`config.mk`:
```
export PLATFORM = sky130hd
export DESIGN_NAME = sample_stream_fifo
export DESIGN_NICKNAME = d
export VERILOG_FILES = /design/src/rtl/sample_stream_fifo.sv
export SDC_FILE = /design/constraint.sdc
export NUM_CORES = 2
export LEC_CHECK = 0
export CAP_MARGIN = 20
export CORE_MARGIN = 3
export CORE_UTILIZATION = 55
export DETAILED_ROUTE_END_ITERATION = 12
export PLACE_DENSITY = 0.76
export SLEW_MARGIN = 10
export SYNTH_ARGS = -nofsm -noshare
export SYNTH_HDL_FRONTEND = slang
export SYNTH_SLANG_ARGS = --single-unit
```
`constraint.sdc`:
```
create_clock -name i_clk -period 12.8 [get_ports i_clk]
set_input_delay 1.92 -clock i_clk [delete_from_list [all_inputs] [get_ports i_clk]]
set_output_delay 1.92 -clock i_clk [all_outputs]
set_load 0.01 [all_outputs]
```
`src/rtl/sample_stream_fifo.sv`:
```
// Wishbone-fed sample FIFO drained at a programmable rate into an FM generator.
// Bus ack 1 cycle after strobe (never stalls); o_sample 1 cycle after tick; full-FIFO pushes are dropped.
module sample_stream_fifo #(
  parameter int SAMPLE_WIDTH = 16,
  parameter int FIFO_AW      = 8,
  parameter int RATE_WIDTH   = 16
) (
  input  logic                    i_clk,
  input  logic                    i_resetb,
  input  logic                    i_wb_cyc,
  input  logic                    i_wb_stb,
  input  logic                    i_wb_we,
  input  logic [1:0]              i_wb_addr,
  input  logic [31:0]             i_wb_data,
  output logic                    o_wb_ack,
  output logic                    o_wb_stall,
  output logic [31:0]             o_wb_data,
  output logic [SAMPLE_WIDTH-1:0] o_sample,
  output logic                    o_sample_stb,
  output logic                    o_underrun,
  output logic                    o_int
);
  localparam int DEPTH = 1 << FIFO_AW;
  localparam logic [FIFO_AW:0]      FILL_FULL = (FIFO_AW+1)'(DEPTH);
  localparam logic [FIFO_AW:0]      FILL_HALF = (FIFO_AW+1)'(DEPTH / 2);
  localparam logic [FIFO_AW:0]      FILL_ONE  = (FIFO_AW+1)'(1);
  localparam logic [FIFO_AW-1:0]    PTR_ONE   = FIFO_AW'(1);
  localparam logic [RATE_WIDTH-1:0] RATE_ONE  = RATE_WIDTH'(1);

  logic [SAMPLE_WIDTH-1:0] mem [0:DEPTH-1];
  logic [SAMPLE_WIDTH-1:0] rd_dat_q;

  logic [FIFO_AW-1:0]    wr_ptr_q, wr_ptr_d, rd_ptr_q, rd_ptr_d;
  logic [FIFO_AW:0]      fill_q, fill_d;
  logic [RATE_WIDTH-1:0] rate_q, rate_d, cnt_q, cnt_d;
  logic                  enable_q, enable_d, ovf_q, ovf_d;
  logic [31:0]           ucnt_q, ucnt_d;
  logic                  ack_q, ack_d, stb_q, stb_d, und_q, und_d;
  logic                  have_q, have_d;
  logic [31:0]           rdata_q, rdata_d, status;

  logic wb_req, wb_wr, push_req, rate_wr, ctrl_wr, ucnt_wr, flush;
  logic fifo_empty, fifo_full, tick, pop, underrun, push;
  logic unused_wb;

  assign wb_req     = i_wb_cyc & i_wb_stb;
  assign wb_wr      = wb_req & i_wb_we;
  assign push_req   = wb_wr & (i_wb_addr == 2'd0);
  assign rate_wr    = wb_wr & (i_wb_addr == 2'd1);
  assign ctrl_wr    = wb_wr & (i_wb_addr == 2'd2);
  assign ucnt_wr    = wb_wr & (i_wb_addr == 2'd3);
  assign flush      = ctrl_wr & i_wb_data[1];
  assign fifo_empty = (fill_q == '0);
  assign fifo_full  = (fill_q == FILL_FULL);
  // A flush cancels the whole tick so the FIFO and divider restart cleanly together.
  assign tick       = enable_q & (cnt_q == '0) & ~flush;
  assign pop        = tick & ~fifo_empty;
  assign underrun   = tick & fifo_empty;
  assign push       = push_req & ~flush & (~fifo_full | pop);
  assign unused_wb  = ^i_wb_data;

  always_comb begin
    status                  = '0;
    status[0]               = enable_q;
    status[1]               = fifo_empty;
    status[2]               = fifo_full;
    status[3]               = ovf_q;
    status[16 +: FIFO_AW+1] = fill_q;
  end

  always_comb begin
    wr_ptr_d = wr_ptr_q;
    rd_ptr_d = rd_ptr_q;
    fill_d   = fill_q;
    rate_d   = rate_q;
    cnt_d    = cnt_q;
    enable_d = enable_q;
    ovf_d    = ovf_q;
    ucnt_d   = ucnt_q;
    ack_d    = wb_req;
    rdata_d  = '0;
    stb_d    = pop;
    und_d    = underrun;
    have_d   = have_q | pop;

    if (push) wr_ptr_d = wr_ptr_q + PTR_ONE;
    if (pop)  rd_ptr_d = rd_ptr_q + PTR_ONE;
    case ({push, pop})
      2'b10:   fill_d = fill_q + FILL_ONE;
      2'b01:   fill_d = fill_q - FILL_ONE;
      default: fill_d = fill_q;
    endcase
    if (flush) begin
      wr_ptr_d = '0;
      rd_ptr_d = '0;
      fill_d   = '0;
    end

    if (rate_wr) rate_d = i_wb_data[RATE_WIDTH-1:0];
    if (!enable_q || flush || rate_wr || cnt_q == '0) cnt_d = rate_d;
    else                                                cnt_d = cnt_q - RATE_ONE;

    if (ctrl_wr) enable_d = i_wb_data[0];
    if (ctrl_wr && i_wb_data[2])                 ovf_d = 1'b0;
    else if (push_req && !flush && fifo_full && !pop) ovf_d = 1'b1;

    if (ucnt_wr)                      ucnt_d = '0;
    else if (underrun && ucnt_q != '1) ucnt_d = ucnt_q + 32'd1;

    if (wb_req) begin
      case (i_wb_addr)
        2'd1:    rdata_d[RATE_WIDTH-1:0] = rate_q;
        2'd2:    rdata_d = status;
        2'd3:    rdata_d = ucnt_q;
        default: rdata_d = '0;
      endcase
    end
  end

  // Storage has no reset and a read-first registered port so it maps onto block RAM.
  always_ff @(posedge i_clk) begin
    if (push) mem[wr_ptr_q] <= i_wb_data[SAMPLE_WIDTH-1:0];
    if (pop)  rd_dat_q <= mem[rd_ptr_q];
  end

  always_ff @(posedge i_clk or negedge i_resetb) begin
    if (!i_resetb) begin
      wr_ptr_q <= '0;
      rd_ptr_q <= '0;
      fill_q   <= '0;
      rate_q   <= '0;
      cnt_q    <= '0;
      enable_q <= 1'b0;
      ovf_q    <= 1'b0;
      ucnt_q   <= '0;
      ack_q    <= 1'b0;
      rdata_q  <= '0;
      stb_q    <= 1'b0;
      und_q    <= 1'b0;
      have_q   <= 1'b0;
    end else begin
      wr_ptr_q <= wr_ptr_d;
      rd_ptr_q <= rd_ptr_d;
      fill_q   <= fill_d;
      rate_q   <= rate_d;
      cnt_q    <= cnt_d;
      enable_q <= enable_d;
      ovf_q    <= ovf_d;
      ucnt_q   <= ucnt_d;
      ack_q    <= ack_d;
      rdata_q  <= rdata_d;
      stb_q    <= stb_d;
      und_q    <= und_d;
      have_q   <= have_d;
    end
  end

  assign o_wb_ack     = ack_q;
  assign o_wb_stall   = 1'b0;
  assign o_wb_data    = rdata_q;
  // Until the first pop the RAM output register is meaningless, so present zero.
  assign o_sample     = have_q ? rd_dat_q : '0;
  assign o_sample_stb = stb_q;
  assign o_underrun   = und_q;
  assign o_int        = enable_q & (fill_q < FILL_HALF);
endmodule

```
**After elaboration in Yosys (flattened, before gate mapping)**

Memories as Yosys holds them, arrays and structs flattened. A register that Yosys moved wholly into a read port is not among the register bits.
Index checks and enable logic that the tools add are counted.

- Muxes and demuxes: 18
- Add/subtract/negate cells: 6
- Equal/unequal tests: 7
- Reduce and logical (&&, ||, !) cells: 19
- Bitwise logic cells: 19
- Magnitude comparators: 1

Operators by type and width:

| operator | number |
|---|---|
| 32-bit two-way mux | 3 |
| 16-bit two-way mux | 3 |
| 16-bit case mux with 3 select lines | 1 |
| 32-bit by 1-bit adder with 32-bit output, second input constant | 1 |
| 8-bit two-way mux | 4 |
| 32-bit != test, second input constant | 1 |
| 16-bit case mux with 2 select lines | 1 |
| 9-bit case mux with 2 select lines | 1 |
| 8-bit by 1-bit adder with 8-bit output, second input constant | 2 |
| 16-bit zero test | 1 |
| 16-bit by 1-bit subtractor with 16-bit output, second input constant | 1 |
| 1-bit AND | 14 |
| 9-bit by 1-bit adder with 9-bit output, second input constant | 1 |
| 9-bit equality test, second input constant | 1 |
| 9-bit zero test | 1 |
| 9-bit by 8-bit < comparator with 1-bit output, second input constant | 1 |
| 9-bit two-way mux | 1 |
| 9-bit by 1-bit subtractor with 9-bit output, second input constant | 1 |
| 2-bit nonzero test | 4 |
| 2-bit equality test, second input constant | 3 |
| 1-bit logical AND | 5 |
| 2-bit by 1-bit equality test with 1-bit output, second input constant | 2 |
| 1-bit two-way mux | 4 |
| 1-bit zero test | 3 |
| 5 further kinds | 10 |

- Bits in writable memories: 4096
- Logic and storage cells: 84
- Flip-flop bits (word level): 127
- Output and inout bits: 53
- Memories kept: 1
- Input port bits: 39

Memory list:

| name | words | bits a word | read ports | clocked after Yosys merged registers in | write ports | line | RTL |
|---|---|---|---|---|---|---|---|
| mem | 256 | 16 | 1 | 1 | 1 | 30 | `logic [SAMPLE_WIDTH-1:0] mem [0:DEPTH-1];` |

**Longest topological paths before layout**

- Word-level depth: 12
- Gate-level depth with buffers: 15

**Least setup slack after synthesis**

OpenSTA, ideal clock, no wires.

- Path kind: input -> register
- Start: in i_wb_addr[1]
- End: reg fill_q[8]
- Setup time: 0.079 ns
- Required time: 12.721 ns
- Slack: 7.071 ns
- Arrival time: 5.650 ns
- Stages on the path: 14
- Path buffers: 2
- Cells stage by stage: and3_1 > clkbuf_1 > a31o_2 > or3_1 > clkbuf_1 > nor3_1 > ha_1 > a21o_1 > a21oi_1 > o21bai_1 > a2111oi_0 > nor3_1 > a31oi_1 > mux2i_1

- Cells in the longest elaborated chain, start to end: 11

Ends and longest elaborated chain:

| item | line | RTL |
|---|---|---|
| start: declaration | 13 | `input logic [1:0] i_wb_addr,` |
| 2-bit equality test | 50 | `assign ctrl_wr = wb_wr & (i_wb_addr == 2'd2);` |
| 1-bit AND | 50 |  |
| 1-bit AND | 52 | `assign flush = ctrl_wr & i_wb_data[1];` |
| 1-bit NOT | 56, 59 |  |
| 1-bit AND | 56 | `assign tick = enable_q & (cnt_q == '0) & ~flush;` |
| 1-bit AND | 57 | `assign pop = tick & ~fifo_empty;` |
| 1-bit OR | 59 | `assign push = push_req & ~flush & (~fifo_full \| pop);` |
| 1-bit AND | 59 |  |
| 2-bit by 1-bit equality test with 1-bit output or 2-bit equality test (tied branches) | 88 | `case ({push, pop})` |
| 9-bit case mux with 2 select lines | 88 |  |
| 9-bit two-way mux | 93 | `if (flush) begin` |
| end signal: assignment | 144 | `fill_q <= fill_d;` |
| end: declaration | 34 | `logic [FIFO_AW:0] fill_q, fill_d;` |

Parallel ways exist; a longest one is shown, timed or not.
A chain may end at the register's enable or synchronous reset.

**Worst setup path after layout**

- Start: in i_wb_addr[0]
- End: mem mem[93][10], enable pin

- Cells in the longest elaborated chain, start to end: 10

Ends and longest elaborated chain:

| item | line | RTL |
|---|---|---|
| 2-bit equality test | 50 |  |
| 1-bit AND | 50 |  |
| 1-bit AND | 52 |  |
| 1-bit NOT | 56, 59 |  |
| 1-bit AND | 56 |  |
| 1-bit AND | 57 |  |
| 1-bit OR | 59 |  |
| 1-bit AND (*) | 59 |  |
| 1-bit two-way mux (*) | 122 | `if (push) mem[wr_ptr_q] <= i_wb_data[SAMPLE_WIDTH-1:0];` |
| 1-bit two-way mux (implied by the code) (*) | 122 |  |
| end: declaration | 30 |  |

Every way passes the cells marked *; elsewhere a longest branch is shown, timed or not.

==> results.md <==
* Hold buffers post-CTS at 0
* Max rail drop VDD at 132 µV
* Hold Path Cell Cnt at 1
* Clock sink count at 4239
* Post-synth EDFFs at 4112
* Worst hold path type: reg -> reg
* Clock slew at reported path FFs at 0.06 ns
* Post-route ant nets at 0
* Vias at 86000
* Vias in the first global route at 85100
* Pins Over Slew Limit at 0
* Ys flop type: edfxtp_1
* DPL Wire Length at 262000 µm
* Pin count of the biggest net entering global routing at 142
* Reg power frac at 48.0%
* PostCTS Resize Cnt at 0
* Area occupied by multi-input gates at 34900 µm²
* Die Area at 304000 µm²
* Row count at 199
* Grt ovf at 0
* DR DRC count at 0
* Total Power at 32.1 mW
* Initial core utilization at 55.4%
* Die W at 551 µm
* Die H at 551 µm
* DRT Pass-1 Iters at 5
* Status: finished, final reports clean
* Top post-synthesis cells by area: edfxtp_1 76%, mux4_2 12%, mux2i_1 2.4%
* Top cell type's share of synthesized area at 75.6%
* Synth area leader: edfxtp_1
* Min-delay src: cnt_q[0]
* Met3 Routed Length at 66100 µm
* Syn Nets at 7796
* Final Net Count at 8271
* Min cycle time layout at 6.75 ns
* Setup TNS at 0 ns
* Clock latency on the worst-skew pair at 0.96 ns
* Clock power frac at 37.7%
* Int Power at 24.0 mW
* Register area at 127000 µm²
* Clock tree buffer depth at 4
* Slew @ Worst Pin at 1.30 ns
* Setup violators final at 0
* Register bit total from synthesis at 4239
* Fin cells at 12500
* Drt total wl at 456000 µm
* Crit-path max FO at 24
* All-Layer GR Usage at 30.0%
* Leak Pwr at 57.8 nW
* RR Startpoint: rd_ptr_q[0]
* # IOs at 92
* Critical path type: in -> reg
* DR WL/cell at 36.5 µm
* Headroom to the max-slew limit at 13.3%
* FILL cells at 18900
* R2R cell count at 9
* Worst R2R End: rd_dat_q[14]
* Layout area overhead at 12.9%
* Hold slack at 0.508 ns
* Post-synth ARST share at 3.00%
* Clk_skew at 0.0608 ns
* Switching Share at 25.1%
* Worst setup SP type: input port
* Worst reg-to-reg setup slack at 6.60 ns
* RSZ-0062 raised after global routing: false
* Synth warnings at 0
* Vias per cell at 6.88
* Met2 wire length at 206000 µm
* CTS root buf: clkbuf_16
* Fin crit share at 52.7%
* WP data arrival at 7.40 ns
* Inst Count DP at 11700
* First-pass GRT wire length at 642000 µm
* Yosys cell types at 78
* Max H-tree Level at 5
* Max Cap Viol at 0
* Share of cells above drive strength 1 at 24.0%
* Hold Fails Final Rpt at 0
* Setup repair bufs after CTS at 0
* Comb power frac at 14.3%
* Initial antenna violation count at 30
* TritonCTS clock tree: yes
* Cells after Synth at 7741
* Core box area at 295000 µm²
* Met1 WL at 153000 µm
* Avg Cell Area, Syn at 21.1 µm²
* Sw power at 8.04 mW
* Critical path required time at 13.45 ns
* Post-Synthesis Cell Area at 163000 µm²
* Highest Signal Layer: met5
* Register area share after synthesis at 77.5%
* WHS Endpoint: cnt_q[0]
* Fmax at 148 MHz
* Count of input and output buffers at 74
* Routability cong. at 0.917
* Final Util at 62.5%
* Power per Cell Area at 174 nW/µm²
* CP endpoint kind: flop
* Clock buffer count from CTS at 411
* Detailed Route Iter0 Violations at 15000
-- cell usage after synthesis, types with 42 or more instances --
master,number
edfxtp_1,4112
mux4_2,904
nor2_1,406
mux2i_1,386
clkbuf_1,244
a21oi_1,166
a22oi_1,143
nand2_1,142
dfrtp_1,127
buf_2,107
nand3_1,80
o21ai_0,77
o22ai_1,74
a211oi_1,70
a221oi_1,67
buf_1,65
xnor2_1,42
-- state kept, by name (all words and copies together) (netlist names), 8 cells and up --
name       flops
ucnt_q        32
fill_q         9
o_wb_data     32
rd_dat_q      16
mem         4096
cnt_q         16
rd_ptr_q       8
wr_ptr_q       8
rate_q        16
-- per-stage QoR --
step | area (µm²) | setup slack [ns]
final | 184000 | 6.05
after global routing | 184000 | 6.05
after CTS | 184000 | 6.36
after detailed placement | 171000 | 5.36
after global placement | 171000 | 5.48
after floorplan | 163000 | 7.07
-- cell type report --
cell class / instances / area share (%)
timing repair buffer: 509 / 2.34
sequential: 4239 / 68.7
multi-input combinational: 3030 / 18.9
antenna: 19 / 0.0258
clock inverter: 238 / 1.33
tap: 3919 / 2.66
clock buffer: 527 / 5.96
inverter: 25 / 0.0557
-- routing by layer --
layer | vias up | global-route usage (%)
li1 | 33400 | -
met1 | 44200 | 40.0
met2 | 7057 | 44.4
met3 | 1307 | 9.52
met4 | 26 | 16.4
met5 | - | 0
-- worst max-delay path, stage by stage --
cell	delay (ns)
clkdlybuf4s50_1	1.12
nor2b_1	0.21
a31o_2	0.37
or3_1	0.54
a21boi_2	0.18
buf_4	0.36
and3_1	0.26
nand2_1	0.63
buf_4	0.61
nor2_1	0.78
buf_4	0.33
-- power groups by stage --
stage          Combinational, mW  Clock [mW]  Sequential (mW)
6_report                    4.59        12.1             15.4
5_1_grt                     4.76        12.7             15.4
4_1_cts                     4.52        12.1             15.4
3_5_place_dp                4.47           0             15.7
3_3_place_gp                4.40           0             15.7
2_1_floorplan               2.98           0             15.6
-- worst max path at each step --
| stage | startpoint | to | slack [ns] | cells past startpoint |
|---|---|---|---|---|
| after global placement | i_wb_addr[0] | mem[94][6] | 5.48 | 11 |
| after detailed placement | i_wb_addr[0] | mem[93][6] | 5.36 | 11 |
| final | i_wb_addr[0] | mem[93][10] | 6.05 | 11 |
| after floorplan | i_wb_addr[1] | fill_q[8] | 7.07 | 14 |
| after CTS | i_wb_addr[0] | mem[93][10] | 6.36 | 11 |
| after global routing | i_wb_addr[0] | mem[93][10] | 6.05 | 11 |
-- cell families after synthesis --
| logic type | synth area share (%) |
|---|---|
| compound gates | 3.41 |
| fa+ha+maj | 0.127 |
| mux | 15.1 |
| flops | 77.5 |
| other cells | 0.00230 |
| xor+xnor | 0.300 |
| buf+inv | 1.24 |
| simple gates | 2.31 |
-- cells in the final DEF (no fill, tap or decap), drive strengths merged, types with 142 or more instances in the layout --
cell,instances
a21oi,166
a22oi,143
buf,442
clkbuf,537
clkinv,180
edfxtp,4112
mux2i,386
mux4,904
nand2,142
nor2,406
(Power assumes the default switching activity.)
